===== config.mk =====
export PLATFORM = sky130hd
export DESIGN_NAME = stopwatch_ctrl_flat
export DESIGN_NICKNAME = d
export VERILOG_FILES = /design/src/rtl/stopwatch_ctrl_if.sv /design/src/rtl/stopwatch_ctrl.sv /design/src/flat_wrapper.sv
export SDC_FILE = /design/constraint.sdc
export NUM_CORES = 1
export LEC_CHECK = 0
export ABC_AREA = 1
export CORE_MARGIN = 2
export CORE_UTILIZATION = 50
export CTS_CLUSTER_DIAMETER = 120
export CTS_CLUSTER_SIZE = 12
export DETAILED_ROUTE_END_ITERATION = 6
export PLACE_DENSITY_LB_ADDON = 0.08
export SLEW_MARGIN = 5
export SYNTH_ARGS = -nofsm -noshare
export SYNTH_HDL_FRONTEND = slang
export SYNTH_SLANG_ARGS = --single-unit

===== constraint.sdc =====
create_clock -name clk -period 1.52 [get_ports clk]
set_input_delay 0.152 -clock clk [delete_from_list [all_inputs] [get_ports clk]]
set_output_delay 0.152 -clock clk [all_outputs]
set_load 0.02 [all_outputs]

===== src/rtl/stopwatch_ctrl_if.sv =====
// Signal bundle between the stopwatch controller and its environment:
// tick/pulse/control inputs toward the controller, BCD display data back out.
interface stopwatch_ctrl_if;
    logic       tick_1hz;
    logic       tick_2hz;
    logic       pause_pulse;
    logic       clr_pulse;
    logic       sel;
    logic       adj;
    logic [7:0] min_bcd;
    logic [7:0] sec_bcd;
    logic       blank_min;
    logic       blank_sec;
    logic       running;

    modport master (
        output tick_1hz, tick_2hz, pause_pulse, clr_pulse, sel, adj,
        input  min_bcd, sec_bcd, blank_min, blank_sec, running
    );

    modport slave (
        input  tick_1hz, tick_2hz, pause_pulse, clr_pulse, sel, adj,
        output min_bcd, sec_bcd, blank_min, blank_sec, running
    );
endinterface


===== src/rtl/stopwatch_ctrl.sv =====
// mm:ss stopwatch with run/pause and per-field adjust modes, per-digit BCD
// counting and a 1 Hz blink of the field being adjusted.
module stopwatch_ctrl #(
    parameter int MIN_MAX = 59
) (
    input  logic            clk,
    input  logic            rst_n,
    stopwatch_ctrl_if.slave bus
);

    typedef enum logic [1:0] {
        RUN        = 2'd0,
        PAUSED     = 2'd1,
        ADJ_RUN    = 2'd2,
        ADJ_PAUSED = 2'd3
    } state_t;

    // The wrap limit is a decimal parameter; it is expressed once as a BCD
    // constant so the run-time comparison stays digit-wise.
    localparam logic [7:0] MIN_MAX_BCD = 8'(((MIN_MAX / 10) * 16) + (MIN_MAX % 10));
    localparam logic [7:0] SEC_MAX_BCD = 8'h59;

    state_t     state_reg, state_next;
    logic [7:0] min_reg, min_next;
    logic [7:0] sec_reg, sec_next;
    logic       blink_reg, blink_next;
    logic       running_reg, running_next;
    logic       blank_min_reg, blank_min_next;
    logic       blank_sec_reg, blank_sec_next;
    logic       adj_mode_next;

    function automatic logic [7:0] bcd_inc(input logic [7:0] v, input logic [7:0] max_v);
        logic [7:0] r;
        if (v == max_v) begin
            r = 8'h00;
        end else if (v[3:0] == 4'd9) begin
            r = {v[7:4] + 4'd1, 4'd0};
        end else begin
            r = {v[7:4], v[3:0] + 4'd1};
        end
        return r;
    endfunction

    always_ff @(posedge clk or negedge rst_n) begin
        if (!rst_n) begin
            state_reg     <= RUN;
            min_reg       <= 8'h00;
            sec_reg       <= 8'h00;
            blink_reg     <= 1'b0;
            running_reg   <= 1'b1;
            blank_min_reg <= 1'b0;
            blank_sec_reg <= 1'b0;
        end else begin
            state_reg     <= state_next;
            min_reg       <= min_next;
            sec_reg       <= sec_next;
            blink_reg     <= blink_next;
            running_reg   <= running_next;
            blank_min_reg <= blank_min_next;
            blank_sec_reg <= blank_sec_next;
        end
    end

    // The next state depends only on the toggled run/pause flavour and the
    // adj level, so simultaneous pause and adj requests combine cleanly.
    always_comb begin
        state_next = state_reg;
        case (state_reg)
            RUN, ADJ_RUN: begin
                if (bus.pause_pulse) state_next = bus.adj ? ADJ_PAUSED : PAUSED;
                else                 state_next = bus.adj ? ADJ_RUN    : RUN;
            end
            PAUSED, ADJ_PAUSED: begin
                if (bus.pause_pulse) state_next = bus.adj ? ADJ_RUN    : RUN;
                else                 state_next = bus.adj ? ADJ_PAUSED : PAUSED;
            end
            default: state_next = RUN;
        endcase
    end

    // Ticks are judged against the current state, so a tick that coincides
    // with a pause toggle still acts as the pre-toggle state dictates.
    always_comb begin
        min_next = min_reg;
        sec_next = sec_reg;
        if (bus.clr_pulse) begin
            min_next = 8'h00;
            sec_next = 8'h00;
        end else if (state_reg == RUN && bus.tick_1hz) begin
            sec_next = bcd_inc(sec_reg, SEC_MAX_BCD);
            if (sec_reg == SEC_MAX_BCD) begin
                min_next = bcd_inc(min_reg, MIN_MAX_BCD);
            end
        end else if (state_reg == ADJ_RUN && bus.tick_2hz) begin
            if (bus.sel) sec_next = bcd_inc(sec_reg, SEC_MAX_BCD);
            else         min_next = bcd_inc(min_reg, MIN_MAX_BCD);
        end
    end

    always_comb begin
        blink_next     = blink_reg ^ bus.tick_2hz;
        adj_mode_next  = (state_next == ADJ_RUN) || (state_next == ADJ_PAUSED);
        running_next   = (state_next == RUN) || (state_next == ADJ_RUN);
        blank_min_next = adj_mode_next & ~bus.sel & blink_next;
        blank_sec_next = adj_mode_next &  bus.sel & blink_next;
    end

    assign bus.min_bcd   = min_reg;
    assign bus.sec_bcd   = sec_reg;
    assign bus.running   = running_reg;
    assign bus.blank_min = blank_min_reg;
    assign bus.blank_sec = blank_sec_reg;

endmodule


===== src/flat_wrapper.sv =====
// flat-port wrapper written by rule: the top's interface ports become plain ports
module stopwatch_ctrl_flat 
#(
    parameter int MIN_MAX = 59
)
  (clk, rst_n, bus_tick_1hz, bus_tick_2hz, bus_pause_pulse, bus_clr_pulse, bus_sel, bus_adj, bus_min_bcd, bus_sec_bcd, bus_blank_min, bus_blank_sec, bus_running);
  stopwatch_ctrl_if bus_i ();
  input  logic clk;
  input  logic rst_n;
  input wire logic [$bits(bus_i.tick_1hz)-1:0] bus_tick_1hz;
  input wire logic [$bits(bus_i.tick_2hz)-1:0] bus_tick_2hz;
  input wire logic [$bits(bus_i.pause_pulse)-1:0] bus_pause_pulse;
  input wire logic [$bits(bus_i.clr_pulse)-1:0] bus_clr_pulse;
  input wire logic [$bits(bus_i.sel)-1:0] bus_sel;
  input wire logic [$bits(bus_i.adj)-1:0] bus_adj;
  output wire logic [$bits(bus_i.min_bcd)-1:0] bus_min_bcd;
  output wire logic [$bits(bus_i.sec_bcd)-1:0] bus_sec_bcd;
  output wire logic [$bits(bus_i.blank_min)-1:0] bus_blank_min;
  output wire logic [$bits(bus_i.blank_sec)-1:0] bus_blank_sec;
  output wire logic [$bits(bus_i.running)-1:0] bus_running;
  assign bus_i.tick_1hz = bus_tick_1hz;
  assign bus_i.tick_2hz = bus_tick_2hz;
  assign bus_i.pause_pulse = bus_pause_pulse;
  assign bus_i.clr_pulse = bus_clr_pulse;
  assign bus_i.sel = bus_sel;
  assign bus_i.adj = bus_adj;
  assign bus_min_bcd = bus_i.min_bcd;
  assign bus_sec_bcd = bus_i.sec_bcd;
  assign bus_blank_min = bus_i.blank_min;
  assign bus_blank_sec = bus_i.blank_sec;
  assign bus_running = bus_i.running;
  stopwatch_ctrl #(.MIN_MAX(MIN_MAX)) u_core (.clk(clk), .rst_n(rst_n), .bus(bus_i));
endmodule

======== Yosys cells after proc, flatten, opt, wreduce, memory -nomap -nowiden ========
Cells that the tools add are included.
W data, S select, Z words.
cells by class
  bitwise operators ....................... 6
  equal/unequal tests ..................... 11
  muxes and demuxes ....................... 18
  reduce and logical (&&, ||, !) cells .... 12
  $add $sub $neg .......................... 4
operators by type and width
  cell                   count
  $mux W8                13
  $add A4 B1 Y4 const B  4
  $eq A8 B7 Y1 const B   2
  $eq A2 B2 Y1 const B   4
  $eq A4 B4 Y1 const B   2
  $mux W2                4
  $reduce_bool A3 Y1     2
  $and A1 B1 Y1          4
  $logic_not A2 Y1       2
  $pmux W2 S2            1
  $reduce_or A2 Y1       2
  $ne A3 B2 Y1 const B   1
  $ne A3 B3 Y1 const B   1
  $reduce_and A3 Y1      1
  $eq A2 B1 Y1 const B   1
  $logic_and A1 B1 Y1    2
  $logic_or A1 B1 Y1     2
  $reduce_and A2 Y1      1
  $not A1 Y1             1
  $xor A1 B1 Y1          1
word-level totals
  word-level logic and storage cells ...... 58
  flip-flop bits (word level) ............. 22
  input bits .............................. 8
  output and inout port bits .............. 19

======== Depth between registers and ports, before layout ========
Gate-level depths: netlist (run 1).
  word-level depth ........................ 7
  depth in mapped cells ................... 9

======== Least setup slack after synthesis (run 1) ========
Ideal clock, no wire load.
  path kind ............................... reg-to-reg
  start point ............................. reg u_core.sec_reg[4] (netlist: u_core.bus.sec_bcd[4])
  end point ............................... reg u_core.min_reg[3] (netlist: u_core.bus.min_bcd[3])
  arrival time ............................ 1.277 ns
  stages on the path, launching flop included .. 9
  path buffers ............................ 0
  path slack .............................. 0.125 ns
  path through ............................ dfrtp_1 ha_1 nand3_2 nand2_2 nand2_2 nand2_4 nand3_2 nand2_1 nand2_1
between the ends
  word-level cells in the longest chain between the ends .. 3
ends and longest elaborated chain
  what                         RTL line              text
  from (decl)                  stopwatch_ctrl.sv:25  logic [7:0] sec_reg, sec_next;
  from (signal assigned)       stopwatch_ctrl.sv:56  sec_reg <= sec_next;
  $eq A8 B7 Y1                 stopwatch_ctrl.sv:91  if (sec_reg == SEC_MAX_BCD) begin
  $ne A3 B3 Y1 (no line)       --
  $reduce_and A3 Y1 (no line)  --
  to (signal assigned)         stopwatch_ctrl.sv:55  min_reg <= min_next;
  to (decl)                    stopwatch_ctrl.sv:24  logic [7:0] min_reg, min_next;
No other way between the ends.
A chain may end at the register's enable or synchronous reset.

======== Final worst setup path (run 1) ========
  start point ............................. reg u_core.blank_sec_reg (netlist: u_core.bus.blank_sec)
  end point ............................... out bus_blank_sec
RTL lines
  what                    RTL line              text
  from (decl)             stopwatch_ctrl.sv:29  logic blank_sec_reg, blank_sec_next;
  from (signal assigned)  stopwatch_ctrl.sv:60  blank_sec_reg <= blank_sec_next;
  to (decl)               flat_wrapper.sv:19    output wire logic [$bits(bus_i.blank_sec)-1:0] bus_blank_sec;
No word-level cell between the ends.

==> out/qor.yml, run 1 <==
floorplanning:
  io_pins: 27
  core_area_um2: 2480
  start_util_pct: 52.6
  rows: 18
  die_h_um: 55.1
  dieArea_um2: 3030
  die_w_um: 55.1
placed_design:
  numPortBuffers: 26
  gp_congestion: 0.780
  dp_hpwl_um: 1900
  dp_cells: 210
  postPlaceCellArea_um2: 1610
layout:
  final_cell_area_um2: 1660
  drive_gt1_share_pct: 16.1
  antenna_cells: 0
  utilization_pct: 67.2
  layout.nets: 203
  area_growth_pct: 27.6
  final_cells: 216
drt:
  first_iter_violations: 26
  firstDrtPassIters: 4
  vias: 1120
  wl_per_cell_um: 11.7
  drt-total-wl_um: 2520
  drtAntennaViolNets: 0
  drc_errors: 0
  vias_per_cell: 5.19
sta:
  whs_ns: 0.167
  finalHoldViolations: 0
  fin_crit_sh_pct: 92.3
  fmax_mhz: 712
  setup-violations-final: 0
  drv_slew: 0
  grt_setup_unrepaired: "false"
  tightestPinTransition_ns: 0.299
  slew_headroom_pct: 80.0
  final.setup.tns_ns: 0
  finalWorstPathRequiredPeriod_ns: 1.40
  skew_ns: 0.00692
power:
  swShare_pct: 38.6
  p_sw_mw: 0.725
  p_seq_share_pct: 45.0
  powerDensity_nw_per_um2: 1130
  combPwrFrac_pct: 37.9
  leakagePower_nw: 0.903
  p_int_mw: 1.16
  peakVddDrop_mv: 0.925
  p_clk_share_pct: 17.0
global_routing:
  grt_max_degree: 23
  grtUsageTotal_pct: 18.9
  grt_pass1_wl_um: 4120
  grt_pass1_vias: 977
  antenna_found_initial: 0
  gr-total-overflow: 0
critical_path:
  cp.arrival_ns: 1.25
  cp_max_fo: 1
  cp.required_ns: 1.37
  slowest_stage: "clkdlybuf4s50_1"
  crit_buf_inv: 1
  cpPeakStageDelay_ns: 0.60
  rrSetupSlack_ns: 0.15
  setup.worst_path.class: "flip-flop to output pin"
  worst_setup_path_start_kind: "flip-flop"
  cp.depth: 1
  critPathTopFamily: "buffers and inverters"
  cp-end-kind: "output pin"
  crit_chain: "clkdlybuf4s50_1"
  worstRegToRegCells: 9
logic_synthesis:
  synthTopCellsByArea: "dfrtp_1 (40%), nand2_1 (11%), ha_1 (7.7%), nand4_1 (6.7%), inv_1 (4.6%)"
  synth.top_cell.area_share_pct: 40.3
  synth-main-ff-cell: "dfrtp_1"
  synth_area_leader_cell: "dfrtp_1"
  syn_avg_cell_area_um2: 8.52
  synthesis.area_um2: 1300
  synth_top_family_by_area: "simple AND/OR/NAND/NOR gates"
  synth_compound_gate_area_share_pct: 5.57
  synth_seq_cells: 22
  synth_simple_gate_area_share_pct: 34.6
  yosys_warnings: 0
  synth-async-reset-ratio_pct: 100
  syn_nets: 169
  ys_types: 24
  synth_mux_area_share_pct: 0
  ys_seq_area_share_pct: 42.3
  ys_top_cells_by_count: "nand2_1 (39), dfrtp_1 (21), inv_1 (16)"
  synth_xor_area_share_pct: 4.03
  synth_edf_count: 0
  synthAdderAreaFrac_pct: 7.68
  yosys.cell_count.top_type: "nand2_1"
  synthCells: 153
clocking:
  clk_path_buf_depth: 2
  root_buffer: "clkbuf_4"
  cts.clk_slew.worst_paths_ns: 0.12
  clkSinkCount: 22
  cts_buffers: 3
  htree_levels: 1
  cts_tree: "done"
  clk_latency_ns: 0.31
run:
  max_cap_viol_count: 0
hold_path:
  min_path_type: "input pin to asynchronous set/reset pin"
status:
  status: "complete, no violations"
[worst register-to-register path, cell delays in order (launching register included)]
cell     delay, ns
dfrtp_1       0.43
inv_2         0.07
ha_1          0.15
nand3_2       0.11
nand2_4       0.10
nand2_2       0.08
nand2_4       0.11
nand3_4       0.09
nand2_1       0.08
nand2_1       0.06
[per-stage QoR]
step | total power, mW | setup slack (ns)
2_1_floorplan | 1.29 | 0.125
3_3_place_gp | 1.59 | 0.0638
3_5_place_dp | 1.62 | 0.0198
4_1_cts | 1.89 | 0.00408
5_1_grt | 2.03 | 0.0127
6_report | 1.88 | 0.116
[routing by layer]
| metal | GRT usage [%] | routed length, µm | vias to the layer above |
|---|---|---|---|
| li1 | - | - | 567 |
| met1 | 23.9 | 1120 | 524 |
| met2 | 32.1 | 1230 | 25 |
| met3 | 5.65 | 128 | 4 |
| met4 | 3.66 | 42 | 0 |
| met5 | 0 | 0 | - |
[layout by cell type, fill, tap and decap left out]
cell type,count
dfstp_2,1
nor2_2,1
xnor2_1,2
a21oi_4,1
dlygate4sd2_1,14
dfrtp_2,4
dfrtp_1,17
inv_2,2
clkdlybuf4s50_1,9
clkbuf_4,3
inv_4,1
o21ai_1,2
a21oi_1,3
xor2_1,4
o21ai_4,1
nand3_1,10
nand4_1,14
nand3_2,2
inv_1,15
ha_1,8
dlymetal6s2s_1,3
nand2_1,39
buf_4,3
nor2_1,15
nand3_4,2
clkbuf_8,1
o21ai_2,1
nand2_2,3
nand2_4,4
o22ai_1,1
[timing repair]
| item | 4_1_cts | 5_1_grt |
|---|---|---|
| endpoints found under the setup margin | 14 | 11 |
| gates cloned | 0 | 1 |
| gates resized for setup | 15 | 8 |
| buffers inserted | 0 | 1 |
| hold buffers | 0 | 0 |
[final cells by class]
cell class / instances / area [µm²]
Timing Repair Buffer: 29 / 273
Sequential cell: 22 / 557
Multi-Input combinational cell: 113 / 691
Clock buffer: 4 / 36.3
Tap cell: 30 / 37.5
Fill cell: 225 / 813
Inverter: 18 / 70.1
[power groups by stage]
stage,Sequential (mW),Clock [mW],Combinational [mW]
after floorplan,0.958,0,0.335
after detailed placement,0.858,0,0.758
after CTS,0.845,0.335,0.710
after global routing,0.873,0.363,0.793
after global placement,0.851,0,0.744
final,0.847,0.320,0.713
[cell families after synthesis]
logic type	after synthesis
and+or+nand+nor	89
DFF	22
buffers and inverters	19
AOI/OAI and AO/OA	9
adders and majority gates	8
xor gates and xnor gates	6
[final timing paths]
path | endpoint | start
hold / removal | u_core.bus.sec_bcd[4]$_DFFE_PN0P_ | rst_n
hold reg to reg | u_core.blink_reg$_DFF_PN0_ | u_core.blink_reg$_DFF_PN0_
setup / recovery | bus_blank_sec | u_core.bus.blank_sec$_DFF_PN0_
max in group asynchronous | u_core.bus.running$_DFF_PN1_ | rst_n
min in group clk | u_core.state_reg[1]$_DFF_PN0_ | bus_adj
setup reg to reg | u_core.bus.min_bcd[4]$_DFFE_PN0P_ | u_core.bus.sec_bcd[1]$_DFFE_PN0P_
Power figures use the tool's default switching activity.
==> run 2, diff against run 1 <==
--- a/config.mk
+++ b/config.mk
@@ -6,6 +6,7 @@
 export NUM_CORES = 1
 export LEC_CHECK = 0
 export ABC_AREA = 1
+export CORE_ASPECT_RATIO = 1.4
 export CORE_MARGIN = 2
 export CORE_UTILIZATION = 50
 export CTS_CLUSTER_DIAMETER = 120
==> run 2 against run 1 <==
  * Worst setup slack better by 0.00072 ns
  * Total power is 7.9% higher
  * Global-route usage is 0.74 points higher
  * Wire length is 1.9% higher
  * Clock-buffer cell count is 1 lower
  * Via count is 0.45% higher
  * Non-clock buffer count is 2 higher
  * Worst hold slack better by 0.0033 ns
  * Critical endpoint unchanged
  * Largest cell class unchanged
==> out/qor.yml, run 2 (same netlist as run 1, synthesis figures left out) <==
sta:
  fin_crit_sh_pct: 92.3  # about the same
  skew_ns: 0.00524  # -0.00168 ns
  setup-violations-final: 0  # unchanged
  slew_headroom_pct: 80.0  # about the same
  fmax_mhz: 713  # about the same
  finalHoldViolations: 0  # unchanged
  finalWorstPathRequiredPeriod_ns: 1.40  # -0.000720 ns
  drv_slew: 0  # unchanged
  tightestPinTransition_ns: 0.301  # +0.00169 ns
  fin_ws_ns: 0.117  # +0.000720 ns
clocking:
  cts_tree: "done"
  cts.clk_slew.worst_paths_ns: 0.13  # about the same
  clk_path_buf_depth: 2  # unchanged
  root_buffer: "clkbuf_4"
  clk_latency_ns: 0.31  # about the same
  clkSinkCount: 22  # unchanged
  htree_levels: 1  # unchanged
  cts_buffers: 3  # unchanged
critical_path:
  worstRegToRegCells: 8  # -1
  rrSetupSlack_ns: 0.12  # -0.03 ns
  cpPeakStageDelay_ns: 0.59  # about the same
  cp.arrival_ns: 1.25  # about the same
  slowest_stage: "clkdlybuf4s50_1"
  cp-end-kind: "output pin"
  crit_buf_inv: 1  # unchanged
  worst_setup_path_start_kind: "flip-flop"
  cp_max_fo: 1  # unchanged
  critPathTopFamily: "buffers and inverters"
  cp.required_ns: 1.37  # about the same
  cp.depth: 1  # unchanged
  crit_chain: "clkdlybuf4s50_1"
  setup.worst_path.class: "flip-flop to output pin"
layout:
  final_cell_area_um2: 1720  # +3.5%
  fillers: 209  # -7.1%
  final_common_cell: "nand2_1"
  antenna_cells: 0  # unchanged
  area_growth_pct: 32.1
  final_cell_mix: "nand2_1 (38), dfrtp_1 (18), inv_1 (16)"
  layout.nets: 206  # +1.5%
  drive_gt1_share_pct: 18.5  # +2.4 points
status:
  status: "complete, no violations"
floorplanning:
  die_h_um: 64.4  # +17%
  die_w_um: 47.2  # -14%
  io_pins: 27  # unchanged
  core_area_um2: 2440  # -1.4%
  dieArea_um2: 3040  # +0.18%
  start_util_pct: 53.4  # +0.73 points
  rows: 21  # +3
placed_design:
  gp_congestion: 0.801  # +2.6%
  place_ws_ns: 0.0355  # +0.0157 ns
  dp_hpwl_um: 1860  # -1.8%
  postPlaceCellArea_um2: 1620  # +0.78%
  numPortBuffers: 26  # unchanged
drt:
  firstDrtPassIters: 4  # unchanged
  drtAntennaViolNets: 0  # unchanged
  first_iter_violations: 19  # -27%
  wl_per_cell_um: 11.5  # -1.3%
  drt-total-wl_um: 2570  # +1.9%
  vias: 1125  # +0.45%
  drc_errors: 0  # unchanged
  vias_per_cell: 5.04  # -2.7%
global_routing:
  grt.busiest_layer: "met2"
  grt_pass1_wl_um: 4430  # +7.5%
  grtUsageTotal_pct: 19.6  # +0.74 points
  use_met2_pct: 32.2  # +0.049 points
  groute.layer.met3.usage_pct: 2.51  # -3.1 points
  grt_max_degree: 23  # unchanged
  antenna_found_initial: 0  # unchanged
  grt_pass1_vias: 1022  # +4.6%
  gr-total-overflow: 0  # unchanged
  grt_use_met1_pct: 26.1  # +2.2 points
hold_path:
  min_path_type: "input pin to asynchronous set/reset pin"
power:
  leakagePower_nw: 0.936  # +3.7%
  powerDensity_nw_per_um2: 1180  # +4.3%
  total_power_mw: 2.03  # +7.9%
  peakVddDrop_mv: 0.905  # -2.1%
run:
  max_cap_viol_count: 0  # unchanged
run 2: changes by cell type in the layout (fill, tap and decap cells not counted), sizes merged:
cell	change
buf	+2
bufinv	+1
clkbuf	-1
dlygate4sd2	-1
dlymetal6s2s	+1
o21ai	+1
run 2: what timing repair did:
| item | 4_1_cts | 5_1_grt |
|---|---|---|
| hold buffers | 0 | 0 |
| buffers inserted | 0 | 2 |
| setup endpoints to repair | 13 | 14 |
| gates cloned | 0 | 2 |
| pin swaps | 0 | 2 |
| resized for setup | 14 | 11 |
run 2: layer usage:
layer | wire length, µm | vias to the layer above
met5 | 0 | -
met4 | 41 | 0
met3 | 85 | 4
met2 | 1380 | 24
met1 | 1070 | 523
li1 | - | 574
run 2: through the flow:
step | instances | hold slack (ns) | setup TNS [ns] | utilization, %
finish | 223 | 0.170 | 0 | 70.5
global route | 223 | 0.193 | -0.00482 | 70.5
CTS | 219 | 0.174 | 0 | 68.0
detailed placement | 215 | 0.448 | 0 | 66.5
global placement | 215 | 0.446 | 0 | 66.5
floorplan | 153 | -0.144 | 0 | -
run 2: area by class of cell:
cell class / count / area, µm² / area share (%)
inverter: 18 / 70.1 / 4.07
timing repair buffer: 31 / 292 / 16.9
clock inverter: 1 / 30.0 / 1.74
sequential: 22 / 556 / 32.3
multi-input combinational: 114 / 709 / 41.2
clock buffer: 3 / 22.5 / 1.31
tap: 34 / 42.5 / 2.47
run 2: power by group:
group	internal, mW	switching (mW)	total, mW
combinational	0.298	0.410	0.708
sequential	0.722	0.144	0.867
clock	0.267	0.187	0.454
run 2: path summary, 6_finish.rpt:
kind / startpoint / to
max: u_core.bus.blank_sec$_DFF_PN0_ / bus_blank_sec
min: rst_n / u_core.bus.sec_bcd[1]$_DFFE_PN0P_
max reg2reg: u_core.bus.sec_bcd[4]$_DFFE_PN0P_ / u_core.bus.min_bcd[2]$_DFFE_PN0P_
min reg2reg: u_core.blink_reg$_DFF_PN0_ / u_core.blink_reg$_DFF_PN0_
max in group asynchronous: rst_n / u_core.bus.running$_DFF_PN1_
min in group clk: bus_adj / u_core.state_reg[1]$_DFF_PN0_
